--- config.mk ---
export PLATFORM = sky130hd
export DESIGN_NAME = multicycle_datapath
export DESIGN_NICKNAME = d
export VERILOG_FILES = /design/src/rtl/multicycle_datapath.sv
export SDC_FILE = /design/constraint.sdc
export NUM_CORES = 1
export LEC_CHECK = 0
export CORE_ASPECT_RATIO = 1.25
export CORE_MARGIN = 2
export CORE_UTILIZATION = 60
export CTS_CLUSTER_DIAMETER = 40
export DETAILED_ROUTE_END_ITERATION = 6
export PLACE_DENSITY_LB_ADDON = 0.1
export SYNTH_ARGS = -nofsm -noshare
export SYNTH_HDL_FRONTEND = slang
export SYNTH_SLANG_ARGS = --single-unit
--- constraint.sdc ---
create_clock -name Clock -period 4.7 [get_ports Clock]
set_input_delay 0.47 -clock Clock [delete_from_list [all_inputs] [get_ports Clock]]
set_output_delay 0.47 -clock Clock [all_outputs]
set_load 0.02 [all_outputs]
--- src/rtl/multicycle_datapath.sv ---
// Multi-cycle 16-bit-ISA datapath with integrated sequencer.
// One shared memory port carries instruction fetches and LW/SW traffic.
module multicycle_datapath #(
    parameter int          DATA_W   = 16,
    parameter int          ADDR_W   = 16,
    parameter int unsigned PC_RESET = 10
) (
    input  logic              Clock,
    input  logic              Reset,
    output logic              mem_req,
    output logic              mem_we,
    output logic [ADDR_W-1:0] mem_addr,
    output logic [DATA_W-1:0] mem_wdata,
    input  logic [DATA_W-1:0] mem_rdata,
    input  logic              mem_ready,
    output logic              halted,
    output logic              overflow,
    output logic [ADDR_W-1:0] dbg_pc,
    output logic [DATA_W-1:0] dbg_alu_out
);
    localparam int SHW = $clog2(DATA_W);
    localparam int M   = DATA_W - 1;

    localparam logic [2:0] OP_R    = 3'd0;
    localparam logic [2:0] OP_ADDI = 3'd1;
    localparam logic [2:0] OP_LW   = 3'd2;
    localparam logic [2:0] OP_SW   = 3'd3;
    localparam logic [2:0] OP_BEQ  = 3'd4;
    localparam logic [2:0] OP_BNE  = 3'd5;
    localparam logic [2:0] OP_JMP  = 3'd6;
    localparam logic [2:0] OP_HALT = 3'd7;

    typedef enum logic [2:0] {S_FETCH, S_DECODE, S_EXEC, S_MEM, S_WB, S_HALT} state_t;

    state_t              r_state, w_next;
    logic [ADDR_W-1:0]   r_pc;
    logic [15:0]         r_ir;
    logic [DATA_W-1:0]   r_a, r_b, r_mdr, r_alu;
    logic                r_ovf;
    logic [DATA_W-1:0]   r_regs [8];

    logic [2:0]          w_op, w_rs, w_rt, w_rd;
    logic [3:0]          w_funct;
    logic [DATA_W-1:0]   w_sext, w_opb, w_sum, w_diff, w_alu, w_rs_val, w_rt_val;
    logic                w_ovf, w_take;
    logic [ADDR_W-1:0]   w_br_off, w_jmp;

    assign w_op     = r_ir[15:13];
    assign w_rs     = r_ir[12:10];
    assign w_rt     = r_ir[9:7];
    assign w_rd     = r_ir[6:4];
    assign w_funct  = r_ir[3:0];
    assign w_sext   = DATA_W'($signed(r_ir[6:0]));
    assign w_br_off = ADDR_W'($signed({r_ir[6:0], 1'b0}));
    assign w_jmp    = ADDR_W'({r_ir[12:0], 1'b0});

    // r0 is hard-wired to zero on the read side; writes to it are dropped in WB.
    assign w_rs_val = (w_rs == 3'd0) ? '0 : r_regs[w_rs];
    assign w_rt_val = (w_rt == 3'd0) ? '0 : r_regs[w_rt];

    assign w_opb  = (w_op == OP_R) ? r_b : w_sext;
    assign w_sum  = r_a + w_opb;
    assign w_diff = r_a - r_b;
    assign w_take = ((w_op == OP_BEQ) && (r_a == r_b)) || ((w_op == OP_BNE) && (r_a != r_b));

    always_comb begin
        w_alu = '0;
        w_ovf = 1'b0;
        case (w_op)
            OP_R: begin
                case (w_funct)
                    4'd0: begin
                        w_alu = w_sum;
                        w_ovf = (r_a[M] == r_b[M]) && (w_sum[M] != r_a[M]);
                    end
                    4'd1: begin
                        w_alu = w_diff;
                        w_ovf = (r_a[M] != r_b[M]) && (w_diff[M] != r_a[M]);
                    end
                    4'd2: w_alu = r_a & r_b;
                    4'd3: w_alu = r_a | r_b;
                    4'd4: w_alu = r_a ^ r_b;
                    4'd5: w_alu = {{(DATA_W-1){1'b0}}, ($signed(r_a) < $signed(r_b))};
                    4'd6: w_alu = r_a << r_b[SHW-1:0];
                    4'd7: w_alu = r_a >> r_b[SHW-1:0];
                    default: w_alu = '0;
                endcase
            end
            OP_ADDI: begin
                w_alu = w_sum;
                w_ovf = (r_a[M] == w_sext[M]) && (w_sum[M] != r_a[M]);
            end
            OP_LW, OP_SW: w_alu = w_sum;
            default: w_alu = w_diff;
        endcase
    end

    // Port signals depend only on registered state, so they stay stable during wait cycles.
    always_comb begin
        w_next    = r_state;
        mem_req   = 1'b0;
        mem_we    = 1'b0;
        mem_addr  = r_pc;
        mem_wdata = r_b;
        case (r_state)
            S_FETCH: begin
                mem_req = !Reset;
                if (mem_ready) w_next = S_DECODE;
            end
            S_DECODE: w_next = (w_op == OP_HALT) ? S_HALT : S_EXEC;
            S_EXEC: begin
                case (w_op)
                    OP_BEQ, OP_BNE, OP_JMP: w_next = S_FETCH;
                    OP_LW, OP_SW:           w_next = S_MEM;
                    default:                w_next = S_WB;
                endcase
            end
            S_MEM: begin
                mem_req  = !Reset;
                mem_we   = !Reset && (w_op == OP_SW);
                mem_addr = ADDR_W'(r_alu);
                if (mem_ready) w_next = (w_op == OP_LW) ? S_WB : S_FETCH;
            end
            S_WB:    w_next = S_FETCH;
            default: w_next = S_HALT;
        endcase
    end

    always_ff @(posedge Clock) begin
        if (Reset) begin
            r_state <= S_FETCH;
            r_pc    <= ADDR_W'(PC_RESET);
            r_ir    <= '0;
            r_a     <= '0;
            r_b     <= '0;
            r_mdr   <= '0;
            r_alu   <= '0;
            r_ovf   <= 1'b0;
            for (int i = 0; i < 8; i++) r_regs[i] <= '0;
        end else begin
            r_state <= w_next;
            case (r_state)
                S_FETCH: begin
                    if (mem_ready) begin
                        r_ir <= mem_rdata[15:0];
                        r_pc <= r_pc + ADDR_W'(2);
                    end
                end
                S_DECODE: begin
                    r_a <= w_rs_val;
                    r_b <= w_rt_val;
                end
                S_EXEC: begin
                    r_alu <= w_alu;
                    if (w_ovf) r_ovf <= 1'b1;
                    if (w_take) r_pc <= r_pc + w_br_off;
                    else if (w_op == OP_JMP) r_pc <= w_jmp;
                end
                S_MEM: begin
                    if (mem_ready && (w_op == OP_LW)) r_mdr <= mem_rdata;
                end
                S_WB: begin
                    if ((w_op == OP_R) && !w_funct[3] && (w_rd != 3'd0)) r_regs[w_rd] <= r_alu;
                    else if ((w_op == OP_ADDI) && (w_rt != 3'd0))        r_regs[w_rt] <= r_alu;
                    else if ((w_op == OP_LW) && (w_rt != 3'd0))          r_regs[w_rt] <= r_mdr;
                end
                default: ;
            endcase
        end
    end

    assign halted      = (r_state == S_HALT);
    assign overflow    = r_ovf;
    assign dbg_pc      = r_pc;
    assign dbg_alu_out = r_alu;
endmodule

Word level (Yosys, flattened, before mapping)
Memories as Yosys holds them, arrays and structs flattened. A register that Yosys moved wholly into a read port is not among the register bits.
Index checks and enable logic that the tools add are counted.
- shift operators: 2
- bitwise logic cells: 4
- muxes and demuxes: 48
- order comparisons: 1
- reductions and logical operators: 33
- add/subtract/negate cells: 4
- eq/ne operators: 29
- operator list (kind ; number):
    $mux 16 ; 10
    $pmux 16 s8 ; 1
    $pmux 16 s2 ; 2
    $add 16x16->16 ; 2
    $reduce_or 16->1 ; 2
    $mux 3 ; 10
    $mux 1 ; 21
    $eq 3x3->1 const B ; 6
    $add 16x2->16 const B ; 1
    $and 16x16->16 ; 1
    $eq 16x16->1 ; 1
    $eq 4x3->1 const B ; 4
    $lt 16x16->1 ; 1
    $ne 16x16->1 ; 1
    $or 16x16->16 ; 1
    $shl 16x4->16 ; 1
    $shr 16x4->16 ; 1
    $sub 16x16->16 ; 1
    $xor 16x16->16 ; 1
    $pmux 3 s5 ; 1
    $eq 3x2->1 const B ; 4
    $logic_not 3->1 ; 4
    $logic_and 1x1->1 ; 11
    $eq 4x2->1 const B ; 2
    other kinds (18) ; 31
- bits in registers: 100
- logic and storage cells: 130
- output and inout bits: 68
- RAM bits: 128
- input bits: 19
- memories: 1
- memories (memory ; depth ; bits a word ; rd ports ; clocked after memory_dff ; write ports ; line ; text):
    r_regs ; 8 ; 16 ; 2 ; 2 ; 8 ; 40 ; logic [DATA_W-1:0] r_regs [8];

Logic depth before layout (Yosys ltp)
Gate-level depths: netlist of run 1.
- depth after elaboration: 11
- mapped depth: 17
- depth with buffers taken out: 14

Least setup slack after synthesis of run 1
OpenSTA, ideal clock, no wires.
- path kind: register -> register
- start: reg r_ir[13]
- end: reg r_alu[14], in the netlist dbg_alu_out[14]
- period minus slack after synthesis: 3748 ps
- cell stages (with the launch flop): 16
- data arrival time: 3631 ps
- setup slack: 952 ps
- setup time: 117 ps
- buffers on the path: 3
- required time: 4583 ps
- path through: dfxtp_1 > clkbuf_1 > nor3_1 > clkbuf_1 > clkbuf_1 > nand2_1 > o21ai_0 > ha_1 > nor2b_1 > o31a_1 > o221a_2 > o311a_1 > o41ai_2 > o21ai_0 > xor2_1 > a32o_1
- word-level cells in the longest chain between the ends: 5
- RTL lines (what ; line ; text):
    start, declared ; 37 ; logic [15:0] r_ir;
    start signal, assigned ; 145 ; r_ir <= mem_rdata[15:0];
    $logic_not 3->1 ; 61, 69 ;
    $mux 16 ; 61 ; assign w_opb = (w_op == OP_R) ? r_b : w_sext;
    $add 16x16->16 ; 62 ; assign w_sum = r_a + w_opb;
    $pmux 16 s8 ; 71 ; case (w_funct)
    $pmux 16 s2 (*) ; 69 ; case (w_op)
    end signal, assigned ; 154 ; r_alu <= w_alu;
    end, declared ; 38 ; logic [DATA_W-1:0] r_a, r_b, r_mdr, r_alu;
Mark *: on every way between the ends. The rest lies on a longest branch, timed or not.
A chain may end at the register's enable or synchronous reset.

Final worst setup path of run 1
- start: reg r_ir[15]
- end: reg r_alu[15], in the netlist dbg_alu_out[15]
Same word-level chain as after synthesis.

==> results of run 1 <==
-- worst reg2reg max path, stage by stage, from the launching register on --
cell and delay (ns):
dfxtp_1 0.33, or3_1 0.51, and2_1 0.38, a21o_1 0.23, ha_1 0.38, and2_1 0.18
a22o_1 0.24, o311ai_4 0.34, nand4b_1 0.22, a2111oi_0 0.45, nor3b_1 0.13, nor4_1 0.32
nor2_1 0.08
-- per-layer routing --
| metal | track usage [%] | share of wire (%) | vias up |
|---|---|---|---|
| li1 | - | - | 6398 |
| met1 | 50.68 | 36 | 7140 |
| met2 | 66.05 | 48 | 941 |
| met3 | 6.828 | 9.6 | 200 |
| met4 | 21.30 | 6.0 | 0 |
| met5 | 0 | 0 | - |
-- through the flow --
stage	instances	cell area, sq um	power, W	worst slack [ns]
after floorplan	1693	16390	0.003165	0.9518
after global placement	2069	17700	0.003594	0.9372
after detailed placement	2069	17700	0.003612	0.8624
after CTS	2129	18860	0.006184	0.8544
after global routing	2129	18860	0.006354	0.5736
final	2130	18860	0.006216	0.8095
-- synthesized netlist by cell type, drive strengths merged, types with 8 or more instances --
cell type and instances:
nor2 252, nand2 129, edfxtp 128, dfxtp 105
a21oi 91, clkbuf 83, mux4 82, ha 81
o21ai 67, inv 57, mux2 51, a22oi 48
mux2i 45, nor3 42, buf 38, xnor2 30
nand3 23, a211oi 18, nor2b 18, a21o 17
a31oi 14, and3 14, o211ai 14, o31ai 14
or3 14, and2 12, nand2b 12, nor4 12
o21bai 11, xor2 11, o22ai 10, o21a 9
or2 9, nor4b 8
-- layout make-up --
class | count | area share, %
Clock inverter | 15 | 1.048
Sequential cell | 233 | 31.55
Antenna cell | 1 | 0.01327
Timing Repair Buffer | 152 | 7.165
Inverter | 57 | 1.134
Clock buffer | 45 | 5.075
Tap cell | 345 | 2.289
Multi-Input combinational cell | 1282 | 51.72
-- sequential cells by signal, indices dropped and copies added (netlist names), named ones only --
name / cells
r_regs: 128
r_ir: 16
r_state: 3
r_a: 16
dbg_pc: 15
r_mdr: 16
mem_wdata: 16
dbg_alu_out: 16
overflow: 1
-- how the worst max path moves through the flow --
stage / slack [ns] / end / startpoint
finish: 0.81 / dbg_alu_out[15] / r_ir[15]
detailed placement: 0.86 / dbg_alu_out[15] / r_ir[15]
global route: 0.57 / dbg_alu_out[15] / r_ir[15]
CTS: 0.85 / dbg_alu_out[15] / r_ir[15]
global placement: 0.94 / dbg_alu_out[15] / r_ir[15]
floorplan: 0.95 / dbg_alu_out[14] / r_ir[13]
-- cell families (layout without fill, tap and decap cells) --
logic type                 Yosys count  count (layout)  share of synthesized area [%]
buffers and inverters              178             269                          4.430
AOI/OAI and AO/OA                  383             383                          16.01
muxes                              178             178                          17.59
adders and majority gates           84              84                          6.576
DFF                                233             233                          36.42
other                                1              18                        0.02297
and+or+nand+nor                    579             579                          16.75
xor gates and xnor gates            41              41                          2.200
-- power groups by stage --
stage | clock network (W) | registers (W) | logic [W]
3_3_place_gp | 0 | 0.00237 | 0.00123
6_report | 0.00259 | 0.00234 | 0.00128
2_1_floorplan | 0 | 0.00233 | 0.000833
4_1_cts | 0.00260 | 0.00234 | 0.00125
5_1_grt | 0.00267 | 0.00234 | 0.00134
3_5_place_dp | 0 | 0.00237 | 0.00124
==> summary.txt, run 1 <==
Status
  – Status: completed

Floorplan
  – Row count: 67
  – CORE AREA: 26830 sq um
  – Die height: approximately 190 um
  – Die Wd: around 150 um
  – I/O Pins: between 80 and 90
  – Die ar.: 28550 sq um
  – Initial Util: around three fifths

Worst hold path
  – Worst hold path class: reg -> reg
  – Min-delay src: r_mdr[15]
  – Worst Hold Depth: 2
  – Min-Delay Endpoint: r_mdr[15]

Placed design
  – IO Port Bufs: 85
  – Dpl hpwl: 41.72 mm
  – Routability congestion estimate from global placement: between 1 and 1.5

Clock network
  – H-tree lvl count: 2
  – Clk Latency, worst-skew pair: 0.54 ns
  – Resized cells post-CTS: 0
  – Number of buffers inserted by hold repair at cts: 0
  – CTS buffer count: 34
  – Setup Buffers After CTS: 0
  – Root buf cell: clkbuf_16
  – CTS tree: built
  – Clock Sinks: between 200 and 250
  – CTS clk-pin slew, worst paths: around 0.050 ns
  – Clk buf depth: 3

Yosys
  – Cell taking the most area after synthesis: edfxtp_1
  – Post-synthesis cell count: ~1700
  – Area fraction of the dominant cell type after synthesis: around a quarter
  – Synth warn: 0
  – Mapped cell area: around 16000 sq um
  – Synth Flop Type: edfxtp_1
  – Post-synthesis sequential area ratio: a little over a third
  – Flops & latches, synth: around 230
  – Synth area leaders: edfxtp_1 24%, dfxtp_1 13%, mux4_2 11%
  – Yosys cell types: 90
  – Mean Syn Cell Area: roughly 10 sq um
  – Post-synth EDFFs: approximately 130
  – Asr flop ratio synth: 0%

STA
  – Rel. slew slack: approximately 16%
  – Hold slack: between 0.4 and 0.5 ns
  – Max Clk Rate: approximately 260 MHz
  – Clock Skews: 0.02428 ns
  – Fin crit period: 3.890 ns
  – RSZ-0062 raised after global routing: no
  – Final Hold Viols: 0
  – Fin. max-slew vios: 0
  – Worst Max-Slew Pin Slew: approximately 1.2 ns
  – Sum Neg Setup Slack: 0 ns
  – Tcrit/Tclk final: between 80% and 90%
  – Setup violators final: 0

Setup path
  – Crit-path cells: or3_1 -> and2_1 -> a21o_1 -> ha_1 -> and2_1 -> a22o_1 -> o311ai_4 -> nand4b_1 -> a2111oi_0 -> nor3b_1 -> nor4_1 -> nor2_1
  – CP Max Fanout: 10
  – Worst reg2reg setup slack: roughly 0.81 ns
  – CP endpoint kind: register
  – Critical path class: reg -> reg
  – Capturing point of the worst reg2reg path: dbg_alu_out[15]
  – Worst EP required: between 5 and 6 ns
  – Worst EP arrival: ~4.3 ns
  – Delay-heaviest family, CP: simple AND/OR/NAND/NOR gates
  – Worst r2r path cells: 12
  – Slowest CP cell: or3_1
  – Most frequent cell on the critical path: and2_1
  – Crit start category: register
  – Buffers & Inverters on Critical Path: 0
  – Critical Path Stages: 12
  – Worst R2R Start: r_ir[15]
  – Critical path's largest stage delay: around 0.51 ns

Cells and area
  – Nets: between 1500 and 2000
  – Share of cells above drive strength 1: 16.70%
  – Layout area overhead: 15.53%
  – Filler instances: between 2000 and 2500
  – Area occupied by multi-input gates: 9756 sq um
  – Finished Core Util: between 70% and 80%
  – Commonest non-fill, non-tap cells in the layout: 251 x nor2_1, 128 x edfxtp_1, 126 x nand2_1, 101 x dfxtp_1, 90 x a21oi_1
  – Register Area: slightly below 6000 sq um
  – Commonest non-fill, non-tap cell in the layout: nor2_1

Power and ir drop
  – Cell Int Power: about 0.0044 W
  – Clock network fraction of design power: roughly two fifths
  – Leakage power: about 6.9 nW
  – Net Sw Frac: 29.92%
  – Sequential power share: approximately 38%
  – PD cells: between 300 and 400 nW/um^2
  – Logic pwr share: a little over 20%
  – Sw Pwr: 0.001860 W
  – Peak supply drop: 0.4150 mV

Global route
  – First-pass GRT wire length: between 80 and 90 mm
  – Grt total ovfl: 0
  – Initial antenna violation count: 2
  – Largest net degree at the start of global routing: between 60 and 70
  – Total GRT Usage: around 40%
  – Vias in the first global route: ~14000

Routing
  – Post-DR wirelength/cell: 27.19 um
  – Vias: approximately 15000
  – Antenna-violating nets left: 0
  – Via density per instance: between 6 and 7
  – DR iter-0 viols: ~1600
  – Routed WL: 57.92 mm
  – # DRC: 0
  – Pre-antenna DRT Iters: 6

Run
  – Max-Cap Viols: 0
Note: power is estimated with default switching activity, not from simulation.
==> run 2, diff against run 1 <==
CORE_UTILIZATION = 56   (was 60)
clock period = 3.2 ns   (was 4.7 ns; I/O delays follow)
==> run 2 against run 1 <==
The run now ends with setup timing left; critical endpoint is now overflow; die area increased by 7.0%; worst hold slack worse by 0.080 ns; combinational power rose by 58%; total power up 55%; register-to-register slack worse by 1.0 ns; via count is 0.29% higher; cell count rose by 7.6%.
==> summary.txt, run 2 (synthesized netlist as in run 1, its figures left out) <==
Global route
  – Largest net degree at the start of global routing: ~80
  – Grt total ovfl: 0
  – Total GRT Usage: a little under two fifths
  – Initial antenna violation count: 0
  – First-pass GRT wire length: between 80 and 90 mm
  – Vias in the first global route: between 10000 and 15000

Setup path
  – Worst EP arrival: between 3 and 4 ns
  – CP endpoint kind: register
  – Worst EP required: 3.65 ns
  – Capturing point of the worst reg2reg path: overflow
  – Delay-heaviest family, CP: simple AND/OR/NAND/NOR gates
  – Worst reg2reg setup slack: -0.19 ns
  – Crit-path cells: or3_4 -> and2_4 -> buf_4 -> a21o_1 -> ha_1 -> o21a_1 -> and2_4 -> o311ai_4 -> nand4b_1 -> a31oi_1 -> xnor2_1 -> or4_1 -> a211oi_2
  – Critical path's largest stage delay: 0.43 ns
  – Most frequent cell on the critical path: and2_4
  – CP Max Fanout: 9
  – Crit start category: register
  – Buffers & Inverters on Critical Path: 1
  – Slowest CP cell: or3_4
  – Worst R2R Start: r_ir[14]
  – Worst r2r path cells: 13
  – Critical path class: reg -> reg

Power and ir drop
  – Total Power: between 0.009 and 0.01 W
  – Peak supply drop: 0.5714 mV
  – Net Sw Frac: between 20% and 30%
  – PD cells: between 400 and 500 nW/um^2
  – Logic pwr share: about a fifth
  – Sw Pwr: 0.002868 W
  – Sequential power share: 35.4%
  – Cell Int Power: slightly below 0.007 W
  – Clock network fraction of design power: between 40 and 50%
  – Leakage power: 7.586 nW

Cells and area
  – Largest register FFs: 128
  – Register Area: ~6000 sq um
  – Filler instances: 2207
  – Most flops, register: r_regs
  – Nets: ~2000
  – Final instance area: ~20000 sq um
  – Layout area overhead: 23.06%
  – Share of cells above drive strength 1: between 20% and 30%
  – Commonest non-fill, non-tap cells in the layout: 250 x nor2_1, 171 x buf_4, 128 x edfxtp_1, 126 x nand2_1, 98 x dfxtp_1
  – Area occupied by multi-input gates: 9893 sq um
  – Commonest non-fill, non-tap cell in the layout: nor2_1

STA
  – RSZ-0062 raised after global routing: yes
  – Worst Slack Setup Final: -0.1947 ns
  – Rel. slew slack: around a third
  – Clock Skews: between 0.04 and 0.05 ns
  – Fin. max-slew vios: 0
  – Setup violators final: 6
  – Final Hold Viols: 0
  – Fin crit period: 3.395 ns
  – Tcrit/Tclk final: 106.1%
  – Sum Neg Setup Slack: -0.5800 ns
  – Worst Max-Slew Pin Slew: 0.9970 ns
  – Max Clk Rate: slightly below 300 MHz

Routing
  – Via density per instance: 6.426
  – Routed WL: between 50 and 60 mm
  – Post-DR wirelength/cell: approximately 25 um
  – Vias: about 15000
  – DR iter-0 viols: about 1300
  – Antenna-violating nets left: 0
  – Pre-antenna DRT Iters: 5
  – # DRC: 0

Run
  – Max-Cap Viols: 0

Status
  – Status: complete, but fails checks
  – Violated checks: setup timing

Placed design
  – Placed Area: 18630 sq um
  – IO Port Bufs: 85
  – Routability congestion estimate from global placement: slightly above 1
  – Dpl hpwl: between 40 and 50 mm

Floorplan
  – I/O Pins: 87
  – CORE AREA: between 20000 and 30000 sq um
  – Die ar.: about 31000 sq um
  – Row count: about 70
  – Die height: 194.9 um
  – Initial Util: a little under three fifths
  – Die Wd: around 160 um

Worst hold path
  – Min-delay src: Reset
  – Worst hold path class: in -> reg
  – Worst Hold Depth: 3
  – Min-Delay Endpoint: dbg_pc[5]

Clock network
  – CTS tree: built
  – Root buf cell: clkbuf_16
  – CTS clk-pin slew, worst paths: roughly 0.050 ns
  – Clock Sinks: roughly 230
  – CTS buffer count: 37
  – H-tree lvl count: 2
  – Number of buffers inserted by hold repair at cts: 0
  – Clk Latency, worst-skew pair: about 0.54 ns
  – Clk buf depth: 3
[run 2: cell types whose count changed in the layout (fill, tap and decap cells not counted), sizes merged]
cell / previous run / this run
clkinv: 6 / 12
inv: 60 / 63
clkbuf: 45 / 38
or3: 14 / 15
clkinvlp: 3 / 6
buf: 68 / 176
bufinv: 3 / 5
[run 2: through the flow]
step | setup slack [ns] | utilization (%) | hold slack (ns) | instances
final | -0.1947 | 70.31 | 0.3720 | 2291
after global routing | -0.2587 | 70.30 | 0.3656 | 2290
after CTS | -0.1363 | 70.11 | 0.3422 | 2289
after detailed placement | -0.2467 | 65.18 | 0.4444 | 2217
after global placement | -0.1650 | 65.18 | 0.4382 | 2217
after floorplan | -0.2896 | - | 0.4312 | 1693
[run 2: what timing repair did]
action                     4_1_cts  5_1_grt
setup buffers                    4        1
setup endpoints to repair        7       14
cloned                           1        0
resized for setup               12       14
pin swaps                        9        8
[run 2: metal layers]
metal  track usage (%)  wire length, um  vias up
li1                  -                -     6647
met1             48.88            22030     7123
met2             60.48            27520      769
met3             6.042             4824      182
met4             22.66             3760        0
met5                 0                0        -
[run 2: cell type report]
type,instances,area share [%]
Multi-Input combinational cell,1283,49.24
Inverter,57,1.065
Timing Repair Buffer,260,11.07
Clock buffer,38,4.677
Tap cell,390,2.429
Antenna cell,1,0.01246
Sequential cell,233,29.64
Clock inverter,29,1.862
[run 2: tightest hold or removal path: stages]
cell and delay [ns]:
buf_4 0.13, buf_4 0.26, nor2_1 0.14
[run 2: how the worst max path moves through the flow]
stage	startpoint	endpoint	slack, ns	depth (start not counted)
2_1_floorplan	r_ir[13]	dbg_alu_out[14]	-0.29	17
5_1_grt	r_ir[15]	overflow	-0.26	13
3_5_place_dp	r_ir[13]	dbg_alu_out[15]	-0.25	12
4_1_cts	r_ir[15]	overflow	-0.14	12
3_3_place_gp	r_ir[13]	dbg_alu_out[15]	-0.17	13
6_report	r_ir[14]	overflow	-0.19	13
[run 2: power by group through the flow]
stage | Sequential [W] | Combinational [W] | Clock [W]
2_1_floorplan | 0.00343 | 0.00124 | 0
3_5_place_dp | 0.00346 | 0.00196 | 0
4_1_cts | 0.00340 | 0.00198 | 0.00423
3_3_place_gp | 0.00345 | 0.00194 | 0
6_report | 0.00341 | 0.00202 | 0.00419
5_1_grt | 0.00341 | 0.00214 | 0.00434
==> run 3, diff against run 2 <==
CORE_ASPECT_RATIO = unset   (was 1.25)
PLACE_DENSITY = 0.89   (was unset)
PLACE_DENSITY_LB_ADDON = unset   (was 0.1)
==> run 3 against run 2 <==
The run still ends with setup timing left; global-route usage is 2.0 points higher; flip-flop and latch count stayed put; cell count is 0.79% lower; non-clock buffer count is 11 lower; sequential share of layout area is 0.10 points higher; core utilization is 0.55 points lower; register-to-register slack better by 0.18 ns; combinational power is 4% higher.
==> summary.txt, run 3 (synthesized netlist as in run 1, its figures left out) <==
Cells and area
  – Largest register FFs: between 100 and 150
  – Register Area: 5954 sq um
  – Nets: roughly 2000
  – Area occupied by multi-input gates: roughly 10000 sq um
  – Filler instances: approximately 2100
  – Layout area overhead: 22.64%
  – Commonest non-fill, non-tap cells in the layout: 251 x nor2_1, 157 x buf_4, 128 x edfxtp_1, 123 x nand2_1, 98 x dfxtp_1
  – Most flops, register: r_regs
  – Share of cells above drive strength 1: between 20 and 25%
  – Commonest non-fill, non-tap cell in the layout: nor2_1
  – Antenna Cells: 0
  – Post-Layout Cell Count: around 2300

STA
  – Worst Slack Setup Final: -0.01699 ns
  – Sum Neg Setup Slack: -0.01699 ns
  – Tcrit/Tclk final: 100.5%
  – RSZ-0062 raised after global routing: yes
  – Worst Max-Slew Pin Slew: 1.011 ns
  – Clock Skews: between 0.02 and 0.025 ns
  – Fin. max-slew vios: 0
  – Hold slack: roughly 0.2 ns
  – Setup violators final: 1
  – Final Hold Viols: 0
  – Max Clk Rate: between 300 and 400 MHz
  – Rel. slew slack: 32.58%
  – Fin crit period: around 3.2 ns

Global route
  – Grt total ovfl: 0
  – First-pass GRT wire length: 92.32 mm
  – Total GRT Usage: ~40%
  – Largest net degree at the start of global routing: 84
  – Vias in the first global route: 15030
  – Initial antenna violation count: 0

Placed design
  – Dpl hpwl: ~44 mm
  – Setup slack at placement: -0.1497 ns
  – Routability congestion estimate from global placement: a little over 1
  – IO Port Bufs: 85
  – Placed insts: ~2200

Power and ir drop
  – Peak supply drop: between 0.4 and 0.5 mV
  – Sequential power share: between 30% and 40%
  – Clock network fraction of design power: a little over two fifths
  – Cell Int Power: about 0.0066 W
  – Leakage power: roughly 7.5 nW
  – Total Power: about 0.0095 W
  – PD cells: about 480 nW/um^2
  – Net Sw Frac: around 31%
  – Logic pwr share: between 20% and 30%
  – Sw Pwr: 0.002988 W

Status
  – Status: complete, but fails checks
  – Violated checks: setup timing

Routing
  – M1 WL: roughly 23 mm
  – Vias: 15400
  – Via density per instance: approximately 6.8
  – Post-DR wirelength/cell: 27.19 um
  – Top layer in use: met4
  – Routed WL: about 60 mm
  – DR iter-0 viols: around 2100
  – Antenna-violating nets left: 0
  – Pre-antenna DRT Iters: 6
  – Met2 Wirelength: 28.84 mm
  – Met3 wire len: roughly 6.4 mm
  – # DRC: 0

Clock network
  – Clk buf depth: 3
  – Clk Latency, worst-skew pair: approximately 0.55 ns
  – H-tree lvl count: 2
  – Root buf cell: clkbuf_16
  – CTS buffer count: 37
  – Number of buffers inserted by hold repair at cts: 0
  – CTS tree: built
  – CTS clk-pin slew, worst paths: 0.05 ns
  – Clock Sinks: 233

Floorplan
  – Die height: around 170 um
  – Die ar.: ~31000 sq um
  – I/O Pins: 87
  – Initial Util: between 50% and 60%
  – Row count: 62
  – Die Wd: around 170 um
  – CORE AREA: ~29000 sq um

Worst hold path
  – Worst hold path class: in -> reg

Setup path
  – Worst R2R Start: r_ir[14]
  – Worst reg2reg setup slack: -0.02 ns
  – Critical path class: reg -> reg
  – CP endpoint: dbg_alu_out[12]
  – Worst Setup SP: r_ir[14]
  – Worst EP required: approximately 3.7 ns
  – Worst r2r path cells: 14
  – Capturing point of the worst reg2reg path: dbg_alu_out[12]
  – Worst EP arrival: 3.67 ns
  – CP Max Fanout: 4
  – Crit start category: register
  – CP endpoint kind: register

Run
  – Max-Cap Viols: 0
==> run 3: cell types whose count changed in the layout (fill, tap and decap cells not counted), moves of 3 or more <==
cell	delta
clkbuf_1	+3
bufinv_16	-3
ha_1	-3
buf_4	-14
nand2_1	-3
nand2_2	+3
==> run 3: final cells by class <==
| class | instances | area share (%) |
|---|---|---|
| multi-input cells | 1283 | 49.78 |
| flip-flops and latches | 233 | 29.74 |
| repair buffers | 249 | 10.80 |
| clock buffers | 42 | 4.874 |
| well taps | 384 | 2.400 |
| clock inverters | 25 | 1.337 |
| inverters | 57 | 1.069 |
==> run 3: per-layer routing <==
| metal | vias to the layer above | GRT usage (%) |
|---|---|---|
| met5 | - | 0 |
| met4 | 0 | 22.26 |
| met3 | 246 | 7.702 |
| met2 | 1066 | 64.26 |
| met1 | 7460 | 51.26 |
| li1 | 6629 | - |
==> run 3: per-stage QoR <==
step,utilization (%),area [sq um]
4_1_cts,69.14,19840
5_1_grt,69.76,20020
3_3_place_gp,64.39,18480
6_report,69.76,20020
3_5_place_dp,64.39,18480
2_1_floorplan,-,16470
==> run 3: what timing repair did <==
action	in CTS	in global routing
gates resized for setup	15	24
pin swaps	14	19
buffers inserted	7	7
endpoints found under the hold margin	0	0
cloned	1	0
endpoints found under the setup margin	6	16
==> run 3: power by group through the flow <==
stage / Sequential [W] / Combinational, W / Clock [W]
3_5_place_dp: 0.00345 / 0.00198 / 0
2_1_floorplan: 0.00343 / 0.00124 / 0
4_1_cts: 0.00340 / 0.00203 / 0.00403
5_1_grt: 0.00341 / 0.00221 / 0.00416
3_3_place_gp: 0.00344 / 0.00195 / 0
6_report: 0.00341 / 0.00210 / 0.00404
==> run 3: worst max-delay path, cell delays in order, from the launching register on <==
cell and delay [ns]:
dfxtp_2 0.33, or3_4 0.41, a21o_1 0.21, buf_4 0.14, inv_2 0.05, fa_2 0.22, nor2b_2 0.05, o31a_1 0.28
o221a_4 0.24, o311a_4 0.32, o41ai_4 0.25, buf_4 0.19, mux2i_1 0.19, nand4_1 0.10, a21oi_1 0.17
==> run 3: worst min path at each step <==
| stage | startpoint | end | slack [ns] | depth (start not counted) |
|---|---|---|---|---|
| after global routing | Reset | mem_wdata[11] | 0.21 | 2 |
| after global placement | r_mdr[9] | r_mdr[9] | 0.44 | 2 |
| final | Reset | dbg_pc[4] | 0.20 | 2 |
| after floorplan | r_mdr[0] | r_mdr[0] | 0.43 | 2 |
| after CTS | Reset | mem_wdata[11] | 0.18 | 2 |
| after detailed placement | r_mdr[6] | r_mdr[6] | 0.45 | 2 |
